### src/rtl/umi_arb_pkg.sv
// Shared definitions for the UMI mux arbiter.
//   ARB_*       : arbitration mode encodings carried on arbmode
//   arb_state_e : transaction sequencer state (IDLE arbitrates, LOCK holds grant)
package umi_arb_pkg;

  localparam logic [1:0] ARB_PRIO = 2'b00;
  localparam logic [1:0] ARB_AGED = 2'b01;
  localparam logic [1:0] ARB_RR   = 2'b10;
  localparam logic [1:0] ARB_RSVD = 2'b11;

  typedef enum logic {
    IDLE = 1'b0,
    LOCK = 1'b1
  } arb_state_e;

endpackage

### src/rtl/umi_arb_pick.sv
// Combinational picker: one-hot of the first asserted request found when
// scanning upward from ptr_i and wrapping from N-1 back to 0.
// With ptr_i = 0 this is a plain lowest-index priority picker.
//   req_i : request vector
//   ptr_i : starting index of the scan
//   gnt_o : one-hot winner, or zero when no request is set
module umi_arb_pick #(
  parameter int N    = 4,
  parameter int SELW = $clog2(N)
) (
  input  logic [N-1:0]    req_i,
  input  logic [SELW-1:0] ptr_i,
  output logic [N-1:0]    gnt_o
);

  logic found;

  always_comb begin
    gnt_o = '0;
    found = 1'b0;
    for (int k = 0; k < N; k++) begin
      if (!found && req_i[(int'(ptr_i) + k) % N]) begin
        gnt_o[(int'(ptr_i) + k) % N] = 1'b1;
        found = 1'b1;
      end
    end
  end

endmodule

### src/rtl/umi_mux_arbiter.sv
// Transaction-aware arbiter/sequencer for an N:1 UMI mux. A grant chosen in
// IDLE is held from the first accepted beat until the EOM beat is accepted.
//   clk, reset          : clock, asynchronous active-high reset
//   arbmode             : 00 priority, 01 aged priority, 10/11 round robin
//   arbmask             : 1 = requester may not win a new grant
//   in_valid, in_eom    : per-input valid and end-of-message bit
//   in_ready            : per-input ready (grant & out_ready)
//   out_ready/out_valid : downstream handshake
//   grant, sel          : one-hot and binary select of the datapath input
//   locked              : high while a multi-beat transaction is in flight
module umi_mux_arbiter
  import umi_arb_pkg::*;
#(
  parameter int N    = 4,
  parameter int AGE  = 16,
  parameter int AGEW = $clog2(AGE + 1),
  parameter int SELW = $clog2(N)
) (
  input  logic            clk,
  input  logic            reset,
  input  logic [1:0]      arbmode,
  input  logic [N-1:0]    arbmask,
  input  logic [N-1:0]    in_valid,
  input  logic [N-1:0]    in_eom,
  output logic [N-1:0]    in_ready,
  input  logic            out_ready,
  output logic            out_valid,
  output logic [N-1:0]    grant,
  output logic [SELW-1:0] sel,
  output logic            locked
);

  localparam logic [AGEW-1:0] AGE_MAX = AGEW'(AGE);

  arb_state_e      state_q;
  logic [N-1:0]    lock_grant_q;
  logic [SELW-1:0] rr_ptr_q, rr_ptr_d;
  logic [AGEW-1:0] age_q [N];
  logic [AGEW-1:0] age_d [N];

  logic [N-1:0]    elig, aged_elig, main_gnt, aged_gnt, arb_gnt;
  logic [SELW-1:0] main_ptr;
  logic            use_aged;
  logic            hs, eom;

  assign elig = in_valid & ~arbmask;

  always_comb begin
    for (int i = 0; i < N; i++) begin
      aged_elig[i] = elig[i] && (age_q[i] == AGE_MAX);
    end
  end

  // Mode decode: round robin moves the scan start, aged mode lets any
  // requester that hit the threshold pre-empt the plain priority choice.
  always_comb begin
    main_ptr = '0;
    use_aged = 1'b0;
    case (arbmode)
      ARB_PRIO: main_ptr = '0;
      ARB_AGED: use_aged = |aged_elig;
      ARB_RR,
      ARB_RSVD: main_ptr = rr_ptr_q;
      default:  main_ptr = '0;
    endcase
  end

  umi_arb_pick #(.N(N), .SELW(SELW)) u_pick_main (
    .req_i (elig),
    .ptr_i (main_ptr),
    .gnt_o (main_gnt)
  );

  umi_arb_pick #(.N(N), .SELW(SELW)) u_pick_aged (
    .req_i (aged_elig),
    .ptr_i ('0),
    .gnt_o (aged_gnt)
  );

  assign arb_gnt = use_aged ? aged_gnt : main_gnt;

  // Grant is combinational in IDLE for zero-latency arbitration; gating with
  // reset keeps every output low for the whole time reset is asserted.
  assign grant     = reset ? '0 : ((state_q == LOCK) ? lock_grant_q : arb_gnt);
  assign out_valid = |(in_valid & grant);
  assign in_ready  = grant & {N{out_ready}};
  assign hs        = out_valid & out_ready;
  assign eom       = |(in_eom & grant);
  assign locked    = (state_q == LOCK);

  always_comb begin
    sel = '0;
    for (int i = 0; i < N; i++) begin
      if (grant[i]) sel = sel | SELW'(i);
    end
  end

  // Transaction sequencer
  always_ff @(posedge clk or posedge reset) begin
    if (reset) begin
      state_q      <= IDLE;
      lock_grant_q <= '0;
    end else begin
      case (state_q)
        IDLE: begin
          if (hs && !eom) begin
            state_q      <= LOCK;
            lock_grant_q <= grant;
          end
        end
        LOCK: begin
          if (hs && eom) begin
            state_q      <= IDLE;
            lock_grant_q <= '0;
          end
        end
        default: begin
          state_q      <= IDLE;
          lock_grant_q <= '0;
        end
      endcase
    end
  end

  // Round-robin pointer advances past the winner only when a txn completes.
  always_comb begin
    rr_ptr_d = rr_ptr_q;
    if (hs && eom) begin
      rr_ptr_d = (sel == SELW'(N - 1)) ? '0 : sel + 1'b1;
    end
  end

  // Age counters run in every mode so switching to aged mode sees real ages.
  always_comb begin
    for (int i = 0; i < N; i++) begin
      age_d[i] = age_q[i];
      if (hs && grant[i]) begin
        age_d[i] = '0;
      end else if (in_valid[i] && !grant[i] && (age_q[i] != AGE_MAX)) begin
        age_d[i] = age_q[i] + 1'b1;
      end
    end
  end

  always_ff @(posedge clk or posedge reset) begin
    if (reset) begin
      rr_ptr_q <= '0;
      for (int i = 0; i < N; i++) age_q[i] <= '0;
    end else begin
      rr_ptr_q <= rr_ptr_d;
      for (int i = 0; i < N; i++) age_q[i] <= age_d[i];
    end
  end

endmodule

### config.mk
export PLATFORM = sky130hd
export DESIGN_NAME = umi_mux_arbiter
export DESIGN_NICKNAME = d
export VERILOG_FILES = /design/src/rtl/umi_arb_pkg.sv /design/src/rtl/umi_arb_pick.sv /design/src/rtl/umi_mux_arbiter.sv
export SDC_FILE = /design/constraint.sdc
export NUM_CORES = 1
export LEC_CHECK = 0
export ABC_AREA = 1
export CAP_MARGIN = 20
export CORE_MARGIN = 3
export CORE_UTILIZATION = 30
export DETAILED_ROUTE_END_ITERATION = 12
export GPL_TIMING_DRIVEN = 0
export HOLD_SLACK_MARGIN = 0.08
export SETUP_SLACK_MARGIN = 0.5
export SLEW_MARGIN = 0
export SYNTH_ARGS = -nofsm -noshare
export SYNTH_HDL_FRONTEND = slang
export SYNTH_SLANG_ARGS = --single-unit
export TNS_END_PERCENT = 1
### constraint.sdc
create_clock -name clk -period 2.52 [get_ports clk]
set_clock_uncertainty 0.1 [all_clocks]
set_input_delay 0.504 -clock clk [delete_from_list [all_inputs] [get_ports clk]]
set_output_delay 0.504 -clock clk [all_outputs]
set_load 0.02 [all_outputs]
==> metrics.cfg, run 1 <==
[outcome]
status = finished, violations left
violations = setup timing

[job]
maxCapViolCount = 0

[layout]
num-fill-cells = 759
drive_gt1_share_pct = 26.8
layout.nets = 418
diodes = 0
syn_to_final_growth_pct = 31.8
multi_input_area_mm2 = 0.00159
seqCellArea_um2 = 678
fin_area_mm2 = 0.00303

[grt]
grt_pass1_wl_um = 9660
grt_util_all_layers_pct = 13.7
grt_pass1_vias = 2207
antenna_found_initial = 0
grt-ovfl-total = 0
grt_max_degree = 28

[power_and_ir_drop]
power_mw = 2.99
clockPowerShare_pct = 8.2
p_sw_share_pct = 48.8
p_leak_nw = 1.59
peakVddDrop_mv = 0.261
pwr_density_cell_mw_per_mm2 = 988
pwr-share-comb_pct = 63.9
power_switching_mw = 1.46
internal_power_mw = 1.53
p_seq_share_pct = 27.9

[yosys]
ys_ff_latch = 27
synth_top_area_cell = dfrtp_1
synth_seq_area_share_pct = 29.4
async_flop_share_pct = 100
synth_ff_type = dfrtp_1
synth_cell_types = 26
yosys-top-cells-area = dfrtp_1 (29%), nand2_1 (14%), nand3_1 (10%)
synth_edf_count = 0
syn_area_per_cell_um2 = 6.76
synth_warnings = 0
synth_nets = 373
netlist_area_mm2 = 0.00230
netlist_instances = 340
synth_most_common_cell = nand2_1
ys_top_cells_by_count = nand2_1 (83), inv_1 (51), nand3_1 (48), nor2_1 (44), dfrtp_1 (27)
netlist.area_leader.share_pct = 29.4

[drt]
firstDrtPassIters = 4
viasPerCell = 4.53
ant_nets = 0
drc = 0
routed_wl_um = 5550
vias = 2187
routedWlPerCell_um = 11.5
drt_iter0_markers = 131

[timing]
layout_setup_ws_ps = -387
drv_slew = 0
worst_slew_margin_rel_pct = 64.0
post-route-period-util_pct = 115
min_period_ps = 2910
rsz0062_at_grt = true
hold_viol = 0
setup_viol = 31
worst_pin_slew_ps = 539
fmax_mhz = 344

[placement]
hpwl_um = 4370
placed_area_mm2 = 0.00279
gp_congestion = 0.803
pre_cts_ws_ps = -1520
io_buffers = 28

[setup_path]
reg2regPathDepth = 19
cp.arrival_ps = 2300
critPathCaptureType = primary output
r2r_end = lock_grant_q[0]$_DFFE_PP0P_
rrSetupSlack_ps = -90
start_kind = flip-flop
worst-path-stages = 15
cp_top_family = simple AND/OR/NAND/NOR gates
crit_fanout = 6
worstSetupPathType = flip-flop to primary output
crit_buf_inv = 3
cp.required_ps = 1920
crit_slowest_cell = dfrtp_2
critPathMaxStageDelay_ps = 460
r2r-start = rr_ptr_q[1]$_DFFE_PP0P_
path_cells = nand2_8, clkinv_8, ha_4, nand3_2, nand2_4, nor2_4, nand3_1, nand2_1, o21bai_1, nand2_1, nand3_2, nand2_2, nor2_4, inv_2, buf_6

[clocking]
postCtsHoldBufs = 0
numCtsBuffers = 3
h-tree-depth = 1
cts_tree = done
clock_path_buffers = 2
clockRootBuffer = clkbuf_8
clk_latency_ps = 270
clk_pin_slew_ps = 90
cts.sinks = 27

[floorplan]
start_util_pct = 31.4
die_y_um = 93.5
rows = 31
die_w_um = 93.5
coreArea_mm2 = 0.00733
dieArea_mm2 = 0.00875
ioPinCount = 29

[worst_hold_path]
hold_path.class = flip-flop to flip-flop
min_to = lock_grant_q[2]$_DFFE_PP0P_
worstHoldStart = lock_grant_q[2]$_DFFE_PP0P_
holdPathStages = 2

[power groups by stage]
stage	Combinational, mW	Sequential [mW]	Clock (mW)
2_1_floorplan	1.29	0.815	0
3_3_place_gp	1.70	0.842	0
3_5_place_dp	1.72	0.849	0
4_1_cts	1.88	0.835	0.266
5_1_grt	2.17	0.873	0.278
6_report	1.91	0.835	0.246
[cell families after synthesis]
kind of cell,Yosys count,synth area share (%)
AOI/OAI and AO/OA,14,3.43
DFF,27,29.4
adders and majority gates,16,8.71
buffers and inverters,55,9.20
and+or+nand+nor,217,45.1
xor gates and xnor gates,11,4.19
[layout by cell type (no fill, tap or decap), drive strengths merged, types with 2 or more instances in the layout]
master and n:
clkinv 2, clkdlybuf4s50 8, ha 16, nand2 102, clkbuf 4, inv 53
buf 24, a21oi 6, nor3 12, o21ai 6, dfrtp 27, dlygate4sd2 8
nand3 52, nor2 49, xor2 6, xnor2 5
[repair_timing]
item,CTS,global route
endpoints found under the setup margin,38,38
setup buffers,9,2
gates resized for setup,103,7
pin swaps,12,7
[through the flow]
stage / cells / util, % / TNS, ps / hold WS [ps]
5_1_grt: 483 / 41.3 / -9910 / 468
6_report: 483 / 41.3 / -3860 / 410
2_1_floorplan: 340 / - / 0 / 369
4_1_cts: 480 / 40.3 / -4810 / 412
3_3_place_gp: 467 / 38.0 / -37280 / 385
3_5_place_dp: 467 / 38.0 / -37730 / 388
[worst register-to-register path, delay by kind of cell, from the launching register on]
kind	cells	cell delay, ps
AND/OR/NAND/NOR	14	1330
flip-flops	1	460
adder cells (fa/ha/maj)	1	280
buffers and inverters	3	270
AO/OA/AOI/OAI	1	70
[sequential cells by signal, summed over array words and instances, names as in the netlist, named ones only]
signal,flops
rr_ptr_q,2
age_q,20
lock_grant_q,4
[layer usage]
metal	track usage [%]	share of wire [%]
met2	24.8	50
met3	1.45	3.4
met1	16.7	45
met5	0	0
met4	5.17	1.9
[final cells by class]
cell class	instances	area share [%]
Multi-Input combinational cell	258	52.4
Sequential cell	27	22.4
Timing Repair Buffer	40	12.2
Inverter	55	7.39
Tap cell	99	4.09
Clock buffer	4	1.49
[worst max-delay path by stage]
| stage | startpoint | end |
|---|---|---|
| floorplan | arbmode[1] | out_valid |
| global placement | arbmode[1] | out_valid |
| detailed placement | arbmode[1] | out_valid |
| CTS | rr_ptr_q[1]$_DFFE_PP0P_ | out_valid |
| global route | rr_ptr_q[1]$_DFFE_PP0P_ | out_valid |
| finish | rr_ptr_q[1]$_DFFE_PP0P_ | out_valid |
(Power assumes the default switching activity.)
==> inputs of run 2 (changes only) <==
--- a/config.mk
+++ b/config.mk
@@ -10,7 +10,7 @@
 export CORE_MARGIN = 3
 export CORE_UTILIZATION = 30
 export DETAILED_ROUTE_END_ITERATION = 12
-export GPL_TIMING_DRIVEN = 0
+export DONT_BUFFER_PORTS = 1
 export HOLD_SLACK_MARGIN = 0.08
 export SETUP_SLACK_MARGIN = 0.5
 export SLEW_MARGIN = 0
==> run 2 against run 1 <==
  * The run still ends with setup timing left
  * Flip-flop and latch count stayed put
  * Sequential power down 3.5%
  * First-iteration DRC count decreased by 37%
  * Via count is 1.3% higher
  * Core utilization down 0.70 points
  * Maximum frequency grew 3.8%
  * Critical path type unchanged
==> metrics.cfg, run 2 (same netlist as run 1, synthesis figures left out) <==
[grt]
grt-ovfl-total = 0
grt_max_degree = 28
grt_pass1_wl_um = 10100
grt_pass1_vias = 2161
antenna_found_initial = 0
grt_util_all_layers_pct = 14.4

[clocking]
numCtsBuffers = 3
cts.sinks = 27
clk_latency_ps = 270
postCtsHoldBufs = 0
h-tree-depth = 1
clock_path_buffers = 2
cts_tree = done
clk_pin_slew_ps = 100
clockRootBuffer = clkbuf_8

[drt]
routed_wl_um = 5980
firstDrtPassIters = 4
viasPerCell = 4.56
routedWlPerCell_um = 12.3
vias = 2216
drc = 0
drt_iter0_markers = 83
ant_nets = 0

[timing]
hold_slack_ps = 69.0
setup_viol = 19
min_period_ps = 2800
worst_slew_margin_rel_pct = 60.9
layout_setup_ws_ps = -280
drv_slew = 0
hold_viol = 0
worst_pin_slew_ps = 585
fmax_mhz = 357
post-route-period-util_pct = 111
rsz0062_at_grt = true

[layout]
multi_input_area_mm2 = 0.00157
diodes = 0
top_register = age_q
largest_reg_flops = 20
seqCellArea_um2 = 678
drive_gt1_share_pct = 30.0
final_common_cell = nand2_1
largestRegisters = age_q (20), lock_grant_q (4), rr_ptr_q (2)
layout.nets = 421
num-fill-cells = 768
syn_to_final_growth_pct = 29.6
layout_common_cells = nand2_1 (76), inv_1 (45), nand3_1 (44)

[power_and_ir_drop]
pwr-share-comb_pct = 65.9
p_seq_share_pct = 25.9
internal_power_mw = 1.62
power_switching_mw = 1.49
clockPowerShare_pct = 8.2
pwr_density_cell_mw_per_mm2 = 1040
p_leak_nw = 1.57
p_sw_share_pct = 47.9
peakVddDrop_mv = 0.273

[setup_path]
start_kind = flip-flop
crit_path_frequent_cell = nand3_1
path_cells = nand2_8, clkinv_8, ha_4, inv_2, nand3_2, nand2_4, nor2_4, nand3_1, nand3_1, nand2_1, nand2_2, nand3_1, nand2_2, nor2_4, inv_2
crit_buf_inv = 3
crit_slowest_cell = dfrtp_2
cp.required_ps = 1920
cp.arrival_ps = 2200
crit_fanout = 6
critPathCaptureType = primary output
critPathMaxStageDelay_ps = 460
cp_top_family = simple AND/OR/NAND/NOR gates
worstSetupPathType = flip-flop to primary output

[floorplan]
die_y_um = 93.5
ioPinCount = 29
die_w_um = 93.5
coreArea_mm2 = 0.00733
start_util_pct = 31.4
dieArea_mm2 = 0.00875
rows = 31

[worst_hold_path]
hold_path.class = input port to async pin

[placement]
pre_cts_ws_ps = -125
gp_congestion = 0.915
hpwl_um = 4860
io_buffers = 0

[job]
maxCapViolCount = 0

[outcome]
violations = setup timing
status = finished, violations left

==> run 2: cell count changes in the layout (fill, tap and decap cells not counted), moves of 4 or more <==
cell,change
nor2_4,+4
clkdlybuf4s50_1,-8
nor3_2,+5
dlygate4sd2_1,-8
buf_4,+24
nor2_2,-6
==> run 2: metrics by stage <==
step / cells / total power [mW] / TNS (ps) / utilization, % / instance area [um2]
2_1_floorplan: 340 / 2.10 / 0 / - / 2380
5_1_grt: 486 / 3.41 / -8310 / 40.6 / 2980
3_3_place_gp: 477 / 2.65 / -224 / 38.1 / 2790
6_report: 486 / 3.11 / -3020 / 40.6 / 2980
4_1_cts: 483 / 3.04 / -2600 / 39.7 / 2910
3_5_place_dp: 477 / 2.69 / -448 / 38.1 / 2790
==> run 2: layer usage <==
metal | up-vias | track usage [%] | share of wire [%]
met5 | - | 0 | 0
met4 | 0 | 3.85 | 1.2
met3 | 7 | 2.09 | 4.3
met2 | 37 | 24.4 | 47
met1 | 1020 | 19.3 | 47
li1 | 1152 | - | -
==> run 2: final cells by class <==
| class | count | share of cell area (%) |
|---|---|---|
| Clock buffer | 4 | 1.51 |
| Sequential cell | 27 | 22.8 |
| Timing Repair Buffer | 43 | 11.2 |
| Multi-Input combinational cell | 258 | 52.8 |
| Inverter | 55 | 7.60 |
| Tap cell | 99 | 4.16 |
==> run 2: worst paths after layout <==
path | startpoint | endpoint | slack [ps] | cells after the start
min | reset | age_q[7]$_DFFE_PP0P_ | 70 | 2
min in group clk | in_valid[3] | age_q[4]$_DFFE_PP0P_ | 360 | 3
max in group asynchronous | reset | rr_ptr_q[0]$_DFFE_PP0P_ | 1980 | 2
min reg2reg | lock_grant_q[2]$_DFFE_PP0P_ | lock_grant_q[2]$_DFFE_PP0P_ | 410 | 2
max reg2reg | rr_ptr_q[1]$_DFFE_PP0P_ | lock_grant_q[3]$_DFFE_PP0P_ | -90 | 19
max | rr_ptr_q[1]$_DFFE_PP0P_ | out_valid | -280 | 15
==> run 2: what timing repair did <==
| item | CTS | global route |
|---|---|---|
| resized for setup | 18 | 15 |
| endpoints found under the setup margin | 38 | 38 |
| buffers inserted | 2 | 3 |
| hold endpoints to repair | 0 | 0 |
| pin swaps | 4 | 9 |
==> run 2: power groups by stage <==
stage | Combinational, mW | Clock [mW] | Sequential [mW]
after floorplan | 1.29 | 0 | 0.815
after global placement | 1.85 | 0 | 0.802
after detailed placement | 1.88 | 0 | 0.810
after CTS | 1.98 | 0.256 | 0.806
after global routing | 2.30 | 0.278 | 0.833
final | 2.05 | 0.254 | 0.806
